[src/rtl/ara_xif_result_buffer.sv]
// ara_xif_result_buffer: in-order XIF result return; alloc_* reserves slots, res_* completes by ID, flush_* squashes, result_* drains head
module ara_xif_result_buffer #(
  parameter int unsigned ID_WIDTH   = 8,
  parameter int unsigned DEPTH      = 4,
  parameter int unsigned XLEN       = 64,
  parameter int unsigned ADDR_DEPTH = $clog2(DEPTH)
) (
  input  logic                  clk_i,
  input  logic                  rst_i,
  input  logic                  alloc_valid_i,
  output logic                  alloc_ready_o,
  input  logic [ID_WIDTH-1:0]   alloc_id_i,
  input  logic                  alloc_we_i,
  input  logic [4:0]            alloc_rd_i,
  input  logic                  res_valid_i,
  input  logic [ID_WIDTH-1:0]   res_id_i,
  input  logic [XLEN-1:0]       res_data_i,
  input  logic                  res_exc_i,
  input  logic [5:0]            res_exccode_i,
  input  logic                  flush_i,
  input  logic [ID_WIDTH-1:0]   flush_id_i,
  output logic                  result_valid_o,
  input  logic                  result_ready_i,
  output logic [ID_WIDTH-1:0]   result_id_o,
  output logic [XLEN-1:0]       result_data_o,
  output logic [4:0]            result_rd_o,
  output logic                  result_we_o,
  output logic                  result_exc_o,
  output logic [5:0]            result_exccode_o,
  output logic                  full_o,
  output logic                  empty_o,
  output logic [ADDR_DEPTH:0]   usage_o,
  output logic                  spurious_o
);
  logic [DEPTH-1:0]                alloc_q, alloc_d, done_q, done_d, we_q, we_d, exc_q, exc_d, squash;
  logic [DEPTH-1:0][ID_WIDTH-1:0]  id_q, id_d;
  logic [DEPTH-1:0][4:0]           rd_q, rd_d;
  logic [DEPTH-1:0][XLEN-1:0]      data_q, data_d;
  logic [DEPTH-1:0][5:0]           exccode_q, exccode_d;
  logic [ADDR_DEPTH-1:0]           head_q, head_d, tail_q, tail_d, res_idx, flush_idx;
  logic [ADDR_DEPTH:0]             usage_q, usage_d;
  logic                            spurious_q, spurious_d, res_hit, flush_hit, pop, push;
  always_comb begin
    res_hit = 1'b0;
    res_idx = '0;
    flush_hit = 1'b0;
    flush_idx = '0;
    for (int i = 0; i < DEPTH; i++) begin
      if (alloc_q[i] && id_q[i] == res_id_i) begin
        res_hit = 1'b1;
        res_idx = ADDR_DEPTH'(i);
      end
      if (flush_i && alloc_q[i] && id_q[i] == flush_id_i) begin
        flush_hit = 1'b1;
        flush_idx = ADDR_DEPTH'(i);
      end
    end
  end
  always_comb begin
    squash = '0;
    for (int i = 0; i < DEPTH; i++)
      squash[i] = flush_hit && alloc_q[i] && (ADDR_DEPTH'(i) - head_q >= flush_idx - head_q);
  end
  assign full_o           = usage_q == (ADDR_DEPTH+1)'(DEPTH);
  assign empty_o          = usage_q == '0;
  assign usage_o          = usage_q;
  assign spurious_o       = spurious_q;
  assign alloc_ready_o    = ~full_o & ~flush_i;
  assign result_valid_o   = alloc_q[head_q] & done_q[head_q] & ~squash[head_q];
  assign result_id_o      = id_q[head_q];
  assign result_data_o    = data_q[head_q];
  assign result_rd_o      = rd_q[head_q];
  assign result_we_o      = we_q[head_q];
  assign result_exc_o     = exc_q[head_q];
  assign result_exccode_o = exccode_q[head_q];
  assign pop              = result_valid_o & result_ready_i;
  assign push             = alloc_valid_i & alloc_ready_o;
  always_comb begin
    alloc_d = alloc_q;
    done_d = done_q;
    we_d = we_q;
    exc_d = exc_q;
    id_d = id_q;
    rd_d = rd_q;
    data_d = data_q;
    exccode_d = exccode_q;
    if (res_valid_i && res_hit && !squash[res_idx]) begin
      done_d[res_idx] = 1'b1;
      data_d[res_idx] = res_data_i;
      exc_d[res_idx] = res_exc_i;
      exccode_d[res_idx] = res_exccode_i;
    end
    if (push) begin
      alloc_d[tail_q] = 1'b1;
      done_d[tail_q] = 1'b0;
      id_d[tail_q] = alloc_id_i;
      we_d[tail_q] = alloc_we_i;
      rd_d[tail_q] = alloc_rd_i;
    end
    alloc_d = alloc_d & ~squash;
    if (pop) alloc_d[head_q] = 1'b0;
    head_d = head_q + ADDR_DEPTH'(pop);
    tail_d = flush_hit ? flush_idx : tail_q + ADDR_DEPTH'(push);
    usage_d = flush_hit ? {1'b0, flush_idx - head_d}
                        : usage_q + (ADDR_DEPTH+1)'(push) - (ADDR_DEPTH+1)'(pop);
    spurious_d = (res_valid_i & ~res_hit) | (flush_i & ~empty_o & ~flush_hit);
  end
  always_ff @(posedge clk_i) begin
    if (rst_i) begin
      alloc_q <= '0;
      done_q <= '0;
      we_q <= '0;
      exc_q <= '0;
      id_q <= '0;
      rd_q <= '0;
      data_q <= '0;
      exccode_q <= '0;
      head_q <= '0;
      tail_q <= '0;
      usage_q <= '0;
      spurious_q <= 1'b0;
    end else begin
      alloc_q <= alloc_d;
      done_q <= done_d;
      we_q <= we_d;
      exc_q <= exc_d;
      id_q <= id_d;
      rd_q <= rd_d;
      data_q <= data_d;
      exccode_q <= exccode_d;
      head_q <= head_d;
      tail_q <= tail_d;
      usage_q <= usage_d;
      spurious_q <= spurious_d;
    end
  end
endmodule

[config.mk]
export PLATFORM = sky130hd
export DESIGN_NAME = ara_xif_result_buffer
export DESIGN_NICKNAME = d
export VERILOG_FILES = /design/src/rtl/ara_xif_result_buffer.sv
export SDC_FILE = /design/constraint.sdc
export NUM_CORES = 1
export LEC_CHECK = 0
export CORE_MARGIN = 2
export CORE_UTILIZATION = 35
export DETAILED_ROUTE_END_ITERATION = 7
export SLEW_MARGIN = 10
export SYNTH_ARGS = -nofsm -noshare
export SYNTH_HDL_FRONTEND = slang
export SYNTH_SLANG_ARGS = --single-unit
export TNS_END_PERCENT = 20
[constraint.sdc]
create_clock -name clk_i -period 13.64 [get_ports clk_i]
set_clock_uncertainty 0.15 [all_clocks]
set_input_delay 2.046 -clock clk_i [delete_from_list [all_inputs] [get_ports clk_i]]
set_output_delay 2.046 -clock clk_i [all_outputs]
set_load 0.02 [all_outputs]
== Word-level counts from Yosys, hierarchy flattened ==
Index checks and enable logic that the tools add are counted.
Storage, ports and cells
  input bits: 107
  logic and storage cells: 165
  output and inout port bits: 93
  register bits after elaboration: 356
Operators by class
  add/sub/neg operators: 10
  mux-type cells: 60
  equality and inequality tests: 9
  reduce and logical (&&, ||, !) cells: 28
  $lt $le $gt $ge: 10
  bitwise gates (word level): 23
Operators by type and width (count)
  256-bit bitwise mux: 1
  64-bit binary-select mux with 2-bit select: 1
  64-bit demux with 2-bit select: 1
  64-bit two-way mux: 2
  8-bit == test: 8
  32-bit bitwise mux: 1
  1-bit logical AND: 25
  24-bit bitwise mux: 1
  20-bit bitwise mux: 1
  1-bit two-way mux: 19
  8-bit binary-select mux with 2-bit select: 1
  8-bit demux with 2-bit select: 1
  4-bit two-way mux: 4
  8-bit two-way mux: 2
  4-bit bitwise AND: 3
  1-bit binary-select mux with 2-bit select: 6
  6-bit binary-select mux with 2-bit select: 1
  6-bit demux with 2-bit select: 1
  2-bit two-way mux: 6
  6-bit two-way mux: 2
  4-bit inverter: 3
  5-bit binary-select mux with 2-bit select: 1
  5-bit demux with 2-bit select: 1
  5-bit two-way mux: 2
  other kinds (19): 46

== Longest topological paths before layout ==
  depth after elaboration: 16
  gate-level depth with buffers: 24
  depth with buffers taken out: 23

== Least setup slack after synthesis ==
No wires, ideal clock.
  path type: input to output
  start: input port flush_id_i[7]
  end: output port result_valid_o
  setup slack: 6522 ps
  arrival time: 4922 ps
  cell stages on the path: 15
  buffers on the path: 1
  path through: buf_2 xor2_1 nor4_1 nand3_1 a21o_1 inv_1 ha_1 nand2b_1 nand2_1 xnor2_1 ha_1 a21oi_1 and3b_4 o41ai_4 o211a_1
Between the ends
  longest elaborated chain between the ends: 12
  elaborated cells between the ends (all ways): 32
Ends and longest elaborated chain
  start, declared: line 21  | input logic [ID_WIDTH-1:0] flush_id_i,
  8-bit == test: line 53  | if (flush_i && alloc_q[i] && id_q[i] == flush_id_i) begin
  1-bit logical AND: line 53
  1-bit two-way mux: line 53
  2-bit two-way mux / 1-bit two-way mux (equally long branches) (2 in series): line 53
  2-bit subtractor / 1-bit two-way mux (equally long branches): line 62, 53
  2-bit greater-or-equal comparator / 1-bit logical AND (equally long branches): line 62  | squash[i] = flush_hit && alloc_q[i] && (ADDR_DEPTH'(i) - head_q >= flush_idx - head_q);
  1-bit logical AND: line 62
  1-bit binary-select mux with 2-bit select *: line 69  | assign result_valid_o = alloc_q[head_q] & done_q[head_q] & ~squash[head_q];
  1-bit two-way mux (not written as such) *: line 69
  1-bit inverter *: line 69
  1-bit bitwise AND *: line 69
  end, declared: line 22  | output logic result_valid_o,
Mark *: on every way between the ends. The rest lies on a longest branch, timed or not. The select of a mux whose other input is x is not followed.

== Final worst setup path ==
Same ends and word-level chain as after synthesis.

==> summary.txt <==
Outcome
  • Status: finished, final reports clean

Critical path
  • Crit Path Class: in2out
  • CP Launch Point: flush_id_i[7]
  • Reg2reg start: id_q[23]
  • R2R Setup Slk: 8.28 ns
  • Crit Path Max Fanout: 6
  • Worst reg-to-reg path cell count: 23
  • R2r endpoint: usage_o[2]
  • Worst setup SP type: primary input
  • Crit path capture type: output port
  • WP data arrival: 6.52 ns
  • WP data required: 11.44 ns
  • Worst setup endpoint: result_valid_o

Synthesis
  • Ys async rst share: 0%
  • Post-synth EDFFs: 0
  • Synth Instances: 1765
  • Syn Area/Cell: 9.51 um2
  • Post-synthesis register bit count: 356
  • Sequential share of the synthesized area: 42.5%
  • Top FF cell, synth: dfxtp_1
  • Synth cell types: 54
  • Warnings from Yosys: 0
  • Mapped Area: 0.0168 mm2
  • Synth Net Count: 1886

Clocking
  • Post_cts resized: 0
  • CTS Root Buffer Type: clkbuf_16
  • CTS tree: done
  • Worst-skew pair later-pin latency: 0.56 ns
  • CTS Buffer Depth: 3
  • H-tree Lvls: 2
  • Worst-path clk slew: 0.05 ns
  • CTS sink cnt: 356
  • Hold_buf cts: 0
  • Postcts setup bufs: 0
  • CTS Buf Count: 42

STA
  • Fin Setup TNS: 0 ns
  • Max Freq: 115 MHz
  • Crit path time final: 8.72 ns
  • Slew Limit Headroom: 24.4%
  • Worst-Margin Slew: 1.13 ns
  • Unrepaired setup endpoints after global routing: no
  • Final Hold Viols: 0
  • Final slew viol count: 0
  • Tcrit/Tclk final: 63.9%
  • Final setup fails: 0

Global route
  • Global-route usage over all layers: 18.2%
  • First-pass GRT wire length: 72000 um
  • Vias in the first global route: 13000
  • Pin count of the biggest net entering global routing: 178
  • Initial antenna violation count: 3
  • Total grt overflow: 0

Placed design
  • Port Buf Inserts: 199
  • Post-DP HPWL: 27400 um
  • Final Wtd Congestion: 0.848
  • Placement Cell Area: 0.0190 mm2

Die
  • Core footprint: 0.0475 mm2
  • Core Rows: 80
  • Initial Util: 35.3%
  • Die span in y: 223 um
  • I/O pin count: 200
  • Die width: 223 um
  • Full die area: 0.0497 mm2

Cells and area
  • Layout area overhead: 22.1%
  • # diodes: 0
  • Cell area after layout: 0.0205 mm2
  • Share of layout cells above drive strength 1: 13.7%
  • Final nets: 2007

Route
  • Starting DRT DRC Count: 766
  • Avg WL per Cell: 18.1 um
  • Antenna-violating nets left: 0
  • Detailed Route WL: 45800 um
  • Vias per cell: 5.07
  • Drt drc: 0
  • Via count: 12900
  • Pre-antenna DRT Iters: 5

Hold path
  • Hold Crit Class: reg2reg

Run
  • Max-Cap Viols: 0

Pwr
  • Power Dens Cells: 116 mW/mm2
  • Leak Pwr: 6.45 nW
  • VDD IR max: 0.0000771 V
## through the flow
| step | utilization (%) | power (W) | setup WS, ns | hold WS (ns) | cells |
|---|---|---|---|---|---|
| floorplan | - | 0.00114 | 6.52 | 0.279 | 1765 |
| global placement | 40.0 | 0.00121 | 5.00 | 0.285 | 2457 |
| detailed placement | 40.0 | 0.00121 | 4.94 | 0.291 | 2457 |
| CTS | 43.1 | 0.00241 | 4.92 | 0.299 | 2533 |
| global route | 43.1 | 0.00246 | 4.62 | 0.315 | 2533 |
| finish | 43.1 | 0.00237 | 4.92 | 0.297 | 2533 |
## cells in the final DEF, fill, tap and decap left out, types with 3 or more instances in the layout
| cell type | instances |
|---|---|
| a21o_1 | 3 |
| a21oi_1 | 133 |
| a21oi_2 | 69 |
| a31oi_1 | 3 |
| and2_1 | 3 |
| and3_1 | 5 |
| buf_4 | 18 |
| bufinv_16 | 6 |
| clkbuf_1 | 5 |
| clkbuf_16 | 42 |
| clkbuf_8 | 7 |
| clkdlybuf4s50_1 | 198 |
| clkinv_2 | 3 |
| clkinv_4 | 4 |
| clkinvlp_4 | 5 |
| dfxtp_1 | 354 |
| ha_1 | 13 |
| inv_1 | 12 |
| inv_6 | 3 |
| mux2i_1 | 142 |
| mux4_2 | 85 |
| nand2_1 | 413 |
| nand2b_1 | 144 |
| nand3_1 | 11 |
| nand4_1 | 8 |
| nor2_1 | 94 |
| nor3_1 | 13 |
| nor4_1 | 4 |
| xnor2_1 | 51 |
| xor2_1 | 21 |
## where the power goes
part,internal [W],switching [W],total [W]
Clock,0.000724,0.000466,0.00119
Sequential,0.00105,0.00000728,0.00105
Combinational,0.0000632,0.0000690,0.000132
Total,0.00183,0.000543,0.00237
## state kept, by name, summed over array words and instances, names as in the netlist
register / flops
spurious_o: 1
usage_o: 3
rd_q: 20
we_q: 4
head_q: 2
tail_q: 2
data_q: 256
alloc_q: 4
done_q: 4
exc_q: 4
id_q: 32
exccode_q: 24
## worst min-delay path by stage
| stage | startpoint | cells past startpoint | slack, ns | to |
|---|---|---|---|---|
| 2_1_floorplan | data_q[100] | 2 | 0.28 | data_q[100] |
| 3_3_place_gp | data_q[124] | 2 | 0.28 | data_q[124] |
| 3_5_place_dp | data_q[79] | 2 | 0.29 | data_q[79] |
| 4_1_cts | data_q[79] | 2 | 0.30 | data_q[79] |
| 5_1_grt | data_q[121] | 2 | 0.32 | data_q[121] |
| 6_report | data_q[122] | 2 | 0.30 | data_q[122] |
## cells by family (layout without fill, tap and decap cells)
kind of cell / count (synthesis) / after routing / share of synthesized area, %
compound gates: 229 / 229 / 8.98
simple gates: 713 / 713 / 19.1
flops: 356 / 356 / 42.5
buf+inv: 152 / 305 / 4.59
xor+xnor: 72 / 72 / 3.76
mux: 228 / 228 / 19.9
fa+ha+maj: 15 / 15 / 1.15
## synth_stat cells, drive strengths merged, types with 7 or more instances
master    n  share of area [%]
nand2   413                9.2
dfxtp   356                 42
a21oi   203                7.6
nand2b  144                5.4
mux2i   142                8.5
nor2     94                2.1
mux4     85                 11
clkbuf   83                1.9
buf      57                2.5
xnor2    51                2.7
xor2     21                1.1
nor3     15               0.54
ha       13               0.97
inv      12               0.27
nand3    11               0.33
nand4     8               0.30
and3      7               0.32
## routing by layer
metal	share of wire, %	wire length (um)	track usage (%)
met1	45	20800	23.9
met2	47	21600	30.4
met3	4.9	2230	3.41
met4	2.4	1080	5.56
met5	0.085	39	0
## critical path, cell delays in order
cell	delay, ns
clkdlybuf4s50_1	0.52
xor2_1	0.19
nor4_1	0.54
nand3_1	0.18
a21o_1	0.24
inv_1	0.10
ha_1	0.24
nand2b_1	0.15
nand2_1	0.08
xnor2_1	0.33
ha_1	0.30
a21oi_1	0.13
and3b_4	0.24
o41ai_4	0.37
o211a_1	0.24
clkdlybuf4s50_1	0.61
## area by class of cell
class	instances	area, um2
repair buffers	217	2130
clock buffers	54	1170
well taps	615	769
flip-flops and latches	356	7130
inverters	12	45.0
clock inverters	22	310
multi-input cells	1257	8930
fillers	4523	27100
(Power assumes the default switching activity.)
